## src/rtl/owner_cashout.sv

```systemverilog
// Owner cash-collection controller: holds the machine balance, takes sale
// deposits and pays the owner out one coin unit per cycle.
`timescale 1ns/1ps
module owner_cashout #(
  parameter int W           = 11,
  parameter int FLOAT       = 100,
  parameter int UNIT        = 4,
  parameter int LOCK_CYCLES = 4
) (
  input  logic         clk,
  input  logic         rst_n,
  input  logic         mode,
  input  logic         deposit_valid,
  input  logic [W-1:0] deposit_amt,
  input  logic         req_valid,
  input  logic [W-1:0] req_amt,
  input  logic         req_all,
  output logic [W-1:0] machine_money,
  output logic [W-1:0] owner_money,
  output logic         pay_pulse,
  output logic         busy,
  output logic         done,
  output logic         abort,
  output logic         redlight
);

  typedef enum logic [2:0] {
    S_IDLE,
    S_CHECK,
    S_PAY,
    S_DONE,
    S_LOCK
  } state_t;

  localparam int LW = (LOCK_CYCLES > 1) ? $clog2(LOCK_CYCLES) : 1;

  localparam logic [W-1:0]  FLT  = W'(FLOAT);
  localparam logic [W-1:0]  UNT  = W'(UNIT);
  localparam logic [W-1:0]  UMSK = W'(UNIT - 1);
  localparam logic [W-1:0]  MAXV = '1;
  localparam logic [LW-1:0] LINI = LW'(LOCK_CYCLES - 1);

  state_t        state;
  state_t        nstate;
  logic [W-1:0]  rem;
  logic [W-1:0]  amt_q;
  logic          all_q;
  logic [LW-1:0] lock_cnt;
  logic          abort_q;

  logic [W-1:0]  avail;
  logic [W-1:0]  amt;
  logic          amt_ok;
  logic          last_unit;
  logic          dep_ok;
  logic [W:0]    dep_sum;
  logic [W-1:0]  mm_base;
  logic [W-1:0]  mm_nxt;
  logic          in_pay;
  logic          take_req;

  assign avail = (machine_money > FLT)
               ? machine_money - FLT : '0;

  // take-all rounds the available money down to whole coins
  assign amt = all_q ? (avail & ~UMSK) : amt_q;

  assign amt_ok = (amt != '0)
               && (amt <= avail)
               && ((amt & UMSK) == '0);

  assign last_unit = (rem == UNT);
  assign in_pay    = (state == S_PAY);
  assign take_req  = (state == S_IDLE)
                  && req_valid && mode;

  assign dep_ok  = deposit_valid && !mode;
  assign dep_sum = {1'b0, machine_money}
                 + {1'b0, deposit_amt};

  always_comb begin
    mm_base = machine_money;
    unique case (1'b1)
      dep_ok && dep_sum[W]:  mm_base = MAXV;
      dep_ok && !dep_sum[W]: mm_base = dep_sum[W-1:0];
      default:               mm_base = machine_money;
    endcase
  end

  assign mm_nxt = in_pay ? mm_base - UNT : mm_base;

  always_ff @(posedge clk or negedge rst_n) begin
    if (!rst_n) begin
      state <= S_IDLE;
    end else begin
      state <= nstate;
    end
  end

  always_comb begin
    nstate = state;
    unique case (state)
      S_IDLE: begin
        if (take_req) nstate = S_CHECK;
      end
      S_CHECK: begin
        nstate = amt_ok ? S_PAY : S_LOCK;
      end
      S_PAY: begin
        if (last_unit) nstate = S_DONE;
        else if (!mode) nstate = S_IDLE;
      end
      S_DONE: begin
        nstate = S_IDLE;
      end
      S_LOCK: begin
        if (lock_cnt == '0) nstate = S_IDLE;
      end
      default: nstate = S_IDLE;
    endcase
  end

  always_comb begin
    pay_pulse = 1'b0;
    busy      = 1'b0;
    done      = 1'b0;
    redlight  = 1'b0;
    abort     = abort_q;
    unique case (state)
      S_CHECK: busy = 1'b1;
      S_PAY: begin
        busy      = 1'b1;
        pay_pulse = 1'b1;
      end
      S_DONE:  done     = 1'b1;
      S_LOCK:  redlight = 1'b1;
      default: ;
    endcase
  end

  always_ff @(posedge clk or negedge rst_n) begin
    if (!rst_n) begin
      machine_money <= '0;
      owner_money   <= '0;
    end else begin
      machine_money <= mm_nxt;
      if (in_pay) owner_money <= owner_money + UNT;
    end
  end

  always_ff @(posedge clk or negedge rst_n) begin
    if (!rst_n) begin
      amt_q <= '0;
      all_q <= 1'b0;
    end else if (take_req) begin
      amt_q <= req_amt;
      all_q <= req_all;
    end
  end

  always_ff @(posedge clk or negedge rst_n) begin
    if (!rst_n) begin
      rem <= '0;
    end else if (state == S_CHECK && amt_ok) begin
      rem <= amt;
    end else if (in_pay) begin
      rem <= rem - UNT;
    end
  end

  always_ff @(posedge clk or negedge rst_n) begin
    if (!rst_n) begin
      lock_cnt <= '0;
    end else if (state == S_CHECK && !amt_ok) begin
      lock_cnt <= LINI;
    end else if (state == S_LOCK && lock_cnt != '0) begin
      lock_cnt <= lock_cnt - 1'b1;
    end
  end

  // a finished last unit counts as completion, not as an abort
  always_ff @(posedge clk or negedge rst_n) begin
    if (!rst_n) begin
      abort_q <= 1'b0;
    end else begin
      abort_q <= in_pay && !mode && !last_unit;
    end
  end

endmodule

```

## config.mk

```make
export PLATFORM = sky130hd
export DESIGN_NAME = owner_cashout
export DESIGN_NICKNAME = d
export VERILOG_FILES = /design/src/rtl/owner_cashout.sv
export SDC_FILE = /design/constraint.sdc
export NUM_CORES = 1
export LEC_CHECK = 0
export CAP_MARGIN = 20
export CELL_PAD_IN_SITES_DETAIL_PLACEMENT = 1
export CELL_PAD_IN_SITES_GLOBAL_PLACEMENT = 2
export CORE_MARGIN = 1.5
export CORE_UTILIZATION = 25
export DETAILED_ROUTE_END_ITERATION = 8
export PLACE_DENSITY_LB_ADDON = 0.1
export SYNTH_ARGS = -nofsm -noshare
export SYNTH_HDL_FRONTEND = slang
export SYNTH_SLANG_ARGS = --single-unit
```

## constraint.sdc

```tcl
create_clock -name clk -period 5.2 [get_ports clk]
set_input_delay 1.04 -clock clk [delete_from_list [all_inputs] [get_ports clk]]
set_output_delay 1.04 -clock clk [all_outputs]
set_load 0.02 [all_outputs]
```

==> results of run 1 <==
## metal layers
layer	part of all wire, %	global-route usage, %	wire [um]	up-vias
li1	-	-	-	1432
met1	48	18.9	4890	1434
met2	49	24.7	5010	34
met4	0.83	3.41	85	0
met3	2.5	2.34	260	5
met5	0	0	0	-
## worst max-delay path: stages, from the launching register on
cell,delay (ns)
dfrtp_1,0.51
ha_1,0.19
or4b_4,0.48
a31oi_4,0.35
nor2_1,0.11
mux2_2,0.29
ha_1,0.31
a211o_1,0.28
o2111ai_1,0.18
a21oi_1,0.06
a2bb2oi_1,0.21
a211oi_4,0.68
mux2_1,0.38
## state kept, by name, summed over array words and instances (netlist names)
| name | cells |
|---|---|
| amt_q | 11 |
| machine_money | 11 |
| rem | 11 |
| owner_money | 9 |
| state | 3 |
| lock_cnt | 2 |
| abort | 1 |
| all_q | 1 |
## cells by family (layout without fill, tap and decap cells)
| kind of cell | Yosys count | in the layout | synth area share [%] |
|---|---|---|---|
| compound gates | 75 | 75 | 16.8 |
| xor+xnor | 34 | 34 | 8.14 |
| fa+ha+maj | 30 | 30 | 10.5 |
| buf+inv | 35 | 85 | 4.48 |
| flops | 49 | 49 | 33.5 |
| mux | 29 | 29 | 9.03 |
| other cells | 1 | 2 | 0.103 |
| simple gates | 115 | 115 | 17.4 |
## final timing paths
check,slack (ns),end,start
max in group asynchronous,3.79,machine_money[6]$_DFF_PN0_,rst_n
setup / recovery,1.04,rem[6]$_DFFE_PN0P_,machine_money[2]$_DFF_PN0_
setup reg to reg,1.04,rem[6]$_DFFE_PN0P_,machine_money[2]$_DFF_PN0_
hold / removal,0.48,owner_money[10]$_DFFE_PN0P_,owner_money[10]$_DFFE_PN0P_
min in group asynchronous,0.60,amt_q[1]$_DFFE_PN0P_,rst_n
hold reg to reg,0.48,owner_money[10]$_DFFE_PN0P_,owner_money[10]$_DFFE_PN0P_
## Yosys cell counts (all sizes together) (2+ instances only)
cell type / count
dfrtp: 49
ha: 29
mux2: 23
nand2: 22
xnor2: 22
inv: 21
nor2: 20
a21oi: 17
nor3: 14
xor2: 12
nand2b: 10
nor2b: 10
buf: 7
nand4: 7
o21ai: 7
a211o: 6
clkbuf: 6
mux2i: 6
nand3: 6
a21o: 5
or4: 5
o21a: 4
o22a: 4
a211oi: 3
a31oi: 3
and3: 3
nor3b: 3
o211ai: 3
o22ai: 3
o32a: 3
o32ai: 3
or2: 3
or3: 3
a2111oi: 2
nand4b: 2
o2111ai: 2
o221ai: 2
## area by class of cell
| cell class | count | area, um^2 |
|---|---|---|
| clock inverter | 2 | 37.5 |
| multi-input combinational | 285 | 2270 |
| timing repair buffer | 55 | 538 |
| inverter | 22 | 82.6 |
| tap | 184 | 230 |
| clock buffer | 6 | 139 |
| sequential | 49 | 1230 |
| fill | 1654 | 9900 |
## power breakdown
group / switching (mW) / internal [mW]
registers: 0.226 / 0.530
logic: 0.851 / 0.735
clock network: 0.147 / 0.240
==> results.cfg, run 1 <==
[worst_setup_path]
arrival_ns = 4.34
required_ns = 5.38
reg2reg_depth = 12
start_kind = flip-flop
crit_fanout = 12
end_kind = flip-flop
worstSetupPathType = flip-flop to flip-flop

[logic_synthesis]
synth_area_per_cell_um2 = 9.93
ys_top_cells_by_area = dfrtp_1, ha_1, mux2_2, xnor2_1, xor2_1
synth_top_area_cell = dfrtp_1
syn_inst = 368
yosys_warnings = 0
netlist_area_um2 = 3660
ys_async_sr_fraction_pct = 100
synth.distinct_cells = 68
synth_seq_cells = 49
synth_ff_type = dfrtp_1
synth_top_area_share_pct = 33.5
synth_edf_count = 0
yosysSeqAreaShare_pct = 33.5

[final_layout]
layout-drive-gt1-share_pct = 11.9
layout.nets = 476
mostFrequentLayoutCell = clkdlybuf4s50_1
layout_common_cells = clkdlybuf4s50_1, dfrtp_1, ha_1
area_delta_synth_final_pct = 23.7
fin_area_um2 = 4520
final_cell_count_no_fill = 603
utilization_pct = 31.4
antenna_cells = 0

[detailed_routing]
antenna_left = 0
first_pass_iters = 5
viasPerCell = 4.82
drt-initial-drc-count = 68
drc = 0
wire_per_inst_um = 17.0
vias = 2905
totalWireLength_mm = 10.2

[power]
p_per_area_nw_per_um2 = 604
finalPower_mw = 2.73
ir_drop_mv = 0.201
leakagePower_nw = 1.84

[placed_design]
placed_area_um2 = 4350
numPortBuffers = 52
finalWeightedCongestion = 0.807
place_inst = 595
dp_worst_setup_slack_ns = 0.947
hpwlAfterDp_mm = 8.07

[floorplan]
die_h_um = 124
start_util_pct = 25.3
pin_count = 55
rows = 44
coreArea_um2 = 14400
die_area_um2 = 15400
die_w_um = 124

[timing]
slew_violations = 0
fin_crit_ns = 4.16
tns_ns = 0
hold_violations = 0
worstMarginPinSlew_ns = 0.742
fin_crit_sh_pct = 80.0
setup_slack_ns = 1.04
worst_hold_slack_ns = 0.485
setup_viol = 0
fmax_mhz = 240
rsz0062_at_grt = no
finClkSkew_ns = 0.00920
relSlewSlack_pct = 50.4

[status]
outcome = complete, no violations

[clock_network]
h-tree-depth = 2
clk_latency_ns = 0.30
clock-root-buffer = clkbuf_16
path_clk_slew_ns = 0.07
cts_setup_buffers = 0
hold_buffers = 0
cts.sinks = 49
cts_max_path_buffers = 2
cts_buffers = 5
cts_tree = built
cts-resized-gates = 0

[worst_hold_path]
hold_path.class = flip-flop to flip-flop
min_path_cells = 1

[grt]
grt_pass1_wl_mm = 16.8
grt_pass1_vias = 3133
grt_remaining_overflow = 0
grt_max_degree = 41
grt_antenna_before_repair = 0
grt_usage_pct = 14.4

[job]
maxCapViolCount = 0
Note: power is estimated with default switching activity, not from simulation.
==> inputs of run 2 (changes only) <==
Clock period 5.2 ns to 3.4 ns, I/O delays scaled along.
==> results.cfg, run 2 (synthesis gave the netlist of run 1 again) <==
[status]
outcome = complete, but fails checks
violations = negative setup slack

[detailed_routing]
viasPerCell = 4.71
drc = 0
wire_per_inst_um = 16.1
vias = 3172
antenna_left = 0
totalWireLength_mm = 10.8
first_pass_iters = 4
drt-initial-drc-count = 82

[power]
internal_power_mw = 2.99
p_clk_share_pct = 12.6
switching_share_pct = 41.1
leakagePower_nw = 2.21
p_per_area_nw_per_um2 = 973
power_frac_comb_pct = 66.7
ir_drop_mv = 0.301
pwr-share-seq_pct = 20.7
p_sw_mw = 2.09

[worst_setup_path]
cp_num_buf_inv = 2
worst_path_most_repeated_cell = mux2_4
end_kind = flip-flop
start_kind = flip-flop
worstSetupPathType = flip-flop to flip-flop
crit_slowest_cell = or4b_4
crit_fanout = 5
critPathMaxStageDelay_ns = 0.51
cpLargestDelayFamily = compound AO/OA/AOI/OAI gates
arrival_ns = 3.66
cp_cell_sequence = inv_2 > ha_1 > or4b_4 > a31oi_4 > nor2_4 > mux2_4 > ha_4 > a211o_1 > o2111ai_1 > a21oi_1 > a2bb2oi_2 > a211oi_4 > buf_4 > mux2_4
required_ns = 3.58

[grt]
grt_pass1_vias = 3394
grt_antenna_before_repair = 0
grt_remaining_overflow = 0
grt_pass1_wl_mm = 17.5
grt_max_degree = 33
grt_usage_pct = 15.0

[timing]
slew_violations = 0
hold_violations = 0
relSlewSlack_pct = 49.4
worstMarginPinSlew_ns = 0.759
setup_viol = 7
fmax_mhz = 287
fin_crit_ns = 3.48
finClkSkew_ns = 0.00319
rsz0062_at_grt = yes
worst_hold_slack_ns = 0.453
fin_crit_sh_pct = 102
setup_slack_ns = -0.0814

[final_layout]
area_delta_synth_final_pct = 42.8
fillCellCount = 1667
layout-drive-gt1-share_pct = 28.8
fin_area_um2 = 5220
layout.nets = 546
layout_common_cells = buf_4, clkdlybuf4s50_1, dfrtp_1
reg_top3 = amt_q (11), machine_money (11), rem (11)
antenna_cells = 0
mostFrequentLayoutCell = buf_4
utilization_pct = 36.2

[floorplan]
rows = 44
die_area_um2 = 15400
start_util_pct = 25.3
die_w_um = 124
pin_count = 55
die_h_um = 124
coreArea_um2 = 14400

[clock_network]
cts.sinks = 49
clock-root-buffer = clkbuf_16
cts_max_path_buffers = 2
clk_latency_ns = 0.29
h-tree-depth = 2
cts_tree = built
cts_buffers = 5
path_clk_slew_ns = 0.07

[placed_design]
placed_area_um2 = 4860
hpwlAfterDp_mm = 8.66
numPortBuffers = 52
finalWeightedCongestion = 0.782

[worst_hold_path]
hold_path.class = input port to async pin

[job]
maxCapViolCount = 0
==> run 2: cell type report <==
class	count	area (um^2)	area share (%)
Inverter	22	82.6	1.58
Clock buffer	5	125	2.40
Multi-Input combinational cell	286	2410	46.1
Tap cell	184	230	4.41
Clock inverter	3	65.1	1.25
Sequential cell	49	1230	23.6
Timing Repair Buffer	124	1080	20.7
==> run 2: path summary, 6_finish.rpt <==
check,to,cells after the start,slack [ns],startpoint
max reg2reg,rem[2]$_DFFE_PN0P_,14,-0.08,machine_money[3]$_DFF_PN0_
min reg2reg,owner_money[10]$_DFFE_PN0P_,1,0.48,owner_money[10]$_DFFE_PN0P_
min in group clk,owner_money[10]$_DFFE_PN0P_,1,0.48,owner_money[10]$_DFFE_PN0P_
min,amt_q[3]$_DFFE_PN0P_,1,0.45,rst_n
max in group asynchronous,rem[4]$_DFFE_PN0P_,2,2.20,rst_n
max,rem[2]$_DFFE_PN0P_,14,-0.08,machine_money[3]$_DFF_PN0_
==> run 2: through the flow <==
step	power, mW	worst slack [ns]	instances	setup TNS (ns)
floorplan	2.92	-0.0298	369	-0.0894
global placement	4.15	-0.123	659	-0.903
detailed placement	4.20	-0.145	659	-1.00
CTS	5.06	-0.0832	671	-0.308
global route	5.52	-0.237	673	-2.06
finish	5.08	-0.0814	673	-0.356
==> run 2: layer usage <==
layer	GRT usage, %	vias up	part of all wire [%]
met1	19.3	1549	46
li1	-	1581	-
met4	3.91	0	1.3
met3	2.29	10	2.0
met5	0	-	0
met2	26.1	32	50
==> run 2: power groups by stage <==
stage	logic, mW	clock network, mW	registers, mW
after global routing	3.74	0.684	1.10
after detailed placement	3.13	0	1.06
after CTS	3.34	0.664	1.06
final	3.39	0.640	1.05
after global placement	3.09	0	1.06
after floorplan	1.81	0	1.11
==> run 2: timing repair <==
item / CTS / global route
pin swaps: 2 / 2
setup buffers: 3 / 3
gates cloned: 1 / 0
hold buffers: 0 / 0
gates resized for setup: 15 / 11
setup endpoints to repair: 10 / 15
==> inputs of run 3 (changes only) <==
Settings changed: PLACE_DENSITY_LB_ADDON 0.1 to 0.3.
==> results.cfg, run 3 (synthesis gave the netlist of run 1 again) <==
[grt]
grt_pass1_vias = 3542
grt_remaining_overflow = 0
grt_usage_pct = 15.4
grt_antenna_before_repair = 0
grt_pass1_wl_mm = 18.2
grt_max_degree = 35

[floorplan]
start_util_pct = 25.3
die_w_um = 124
die_area_um2 = 15400
rows = 44
die_h_um = 124
coreArea_um2 = 14400
pin_count = 55

[clock_network]
cts_tree = built
h-tree-depth = 2
clock-root-buffer = clkbuf_16
cts_max_path_buffers = 2
cts.sinks = 49
clk_latency_ns = 0.30
path_clk_slew_ns = 0.08
hold_buffers = 0
cts_buffers = 5

[final_layout]
layout.nets = 545
area_delta_synth_final_pct = 43.3
layout-drive-gt1-share_pct = 31.4
mostFrequentLayoutCell = buf_4
reg_top3 = amt_q (11), machine_money (11), rem (11)
antenna_cells = 0
layout_common_cells = buf_4, clkdlybuf4s50_1, dfrtp_1
fin_area_um2 = 5240
fillCellCount = 1649

[timing]
rsz0062_at_grt = yes
fin_crit_sh_pct = 105
setup_viol = 10
fmax_mhz = 280
worstMarginPinSlew_ns = 0.796
setup_slack_ns = -0.176
fin_crit_ns = 3.58
finClkSkew_ns = 0.00834
slew_violations = 0
hold_violations = 0
relSlewSlack_pct = 47.0

[detailed_routing]
totalWireLength_mm = 11.0
viasPerCell = 4.81
vias = 3230
first_pass_iters = 4
drt-initial-drc-count = 64
wire_per_inst_um = 16.4
drc = 0
antenna_left = 0

[status]
outcome = complete, but fails checks
violations = negative setup slack

[placed_design]
numPortBuffers = 52
hpwlAfterDp_mm = 8.53
finalWeightedCongestion = 0.801
placed_area_um2 = 4820
dp_worst_setup_slack_ns = -0.143

[power]
leakagePower_nw = 2.20
ir_drop_mv = 0.249
p_per_area_nw_per_um2 = 978

[worst_setup_path]
start_kind = flip-flop
arrival_ns = 3.76
required_ns = 3.58
worstSetupPathType = flip-flop to flip-flop
end_kind = flip-flop
crit_fanout = 5

[worst_hold_path]
hold_path.class = input port to async pin

[job]
maxCapViolCount = 0
-- run 3: area by class of cell --
class                   instances  area (um^2)  area share [%]
clock buffers                   5          125            2.39
well taps                     184          230            4.39
repair buffers                124         1080            20.7
inverters                      22         82.6            1.58
flip-flops and latches         49         1230            23.5
multi-input cells             285         2460            46.9
clock inverters                 3         28.8           0.549
-- run 3: where the power goes --
group          leakage, nW  internal (mW)  switching, mW
Sequential           0.580          0.815          0.231
Clock               0.0767          0.284          0.263
Combinational         1.54           1.82           1.71
-- run 3: layer usage --
layer | global-route usage [%] | routed length, um | vias to the layer above
met5 | 0 | 0 | -
met4 | 3.62 | 159 | 0
met3 | 1.92 | 161 | 10
met2 | 28.0 | 5690 | 30
met1 | 19.3 | 5010 | 1612
li1 | - | - | 1578
-- run 3: final timing paths --
check,cells after the start,end,slack [ns],start
hold reg to reg,1,state[0]$_DFFE_PN0P_,0.50,state[0]$_DFFE_PN0P_
min in group clk,1,state[0]$_DFFE_PN0P_,0.50,state[0]$_DFFE_PN0P_
hold / removal,1,abort$_DFF_PN0_,0.46,rst_n
max in group asynchronous,2,machine_money[0]$_DFFE_PN0N_,2.21,rst_n
setup reg to reg,15,rem[10]$_DFFE_PN0P_,-0.18,machine_money[3]$_DFF_PN0_
setup / recovery,15,rem[10]$_DFFE_PN0P_,-0.18,machine_money[3]$_DFF_PN0_
-- run 3: through the flow --
stage | cells | TNS (ns) | hold WS, ns | power, mW | util, %
after global placement | 654 | -0.540 | 0.470 | 4.07 | 33.4
final | 672 | -1.06 | 0.462 | 5.13 | 36.3
after global routing | 672 | -2.51 | 0.516 | 5.54 | 36.3
after CTS | 667 | -0.400 | 0.484 | 4.88 | 35.1
after detailed placement | 654 | -0.959 | 0.485 | 4.14 | 33.4
after floorplan | 369 | -0.0894 | 0.384 | 2.92 | -
-- run 3: worst max-delay path, stage by stage (launching register included) --
cell and delay, ns:
dfrtp_2 0.41, inv_2 0.07, ha_4 0.11, or4b_4 0.47, a31oi_4 0.22, buf_6 0.15, nor2_4 0.04, mux2_4 0.28
ha_4 0.22, a211o_1 0.29, o2111ai_2 0.18, a21oi_2 0.06, a2bb2oi_2 0.15, a211oi_4 0.33, buf_6 0.17, mux2_4 0.30
-- run 3: what timing repair did --
| action | in CTS | in global routing |
|---|---|---|
| buffers inserted | 5 | 5 |
| endpoints found under the setup margin | 9 | 17 |
| gates resized for setup | 11 | 29 |
| hold endpoints to repair | 0 | 0 |
| pin swaps | 0 | 8 |
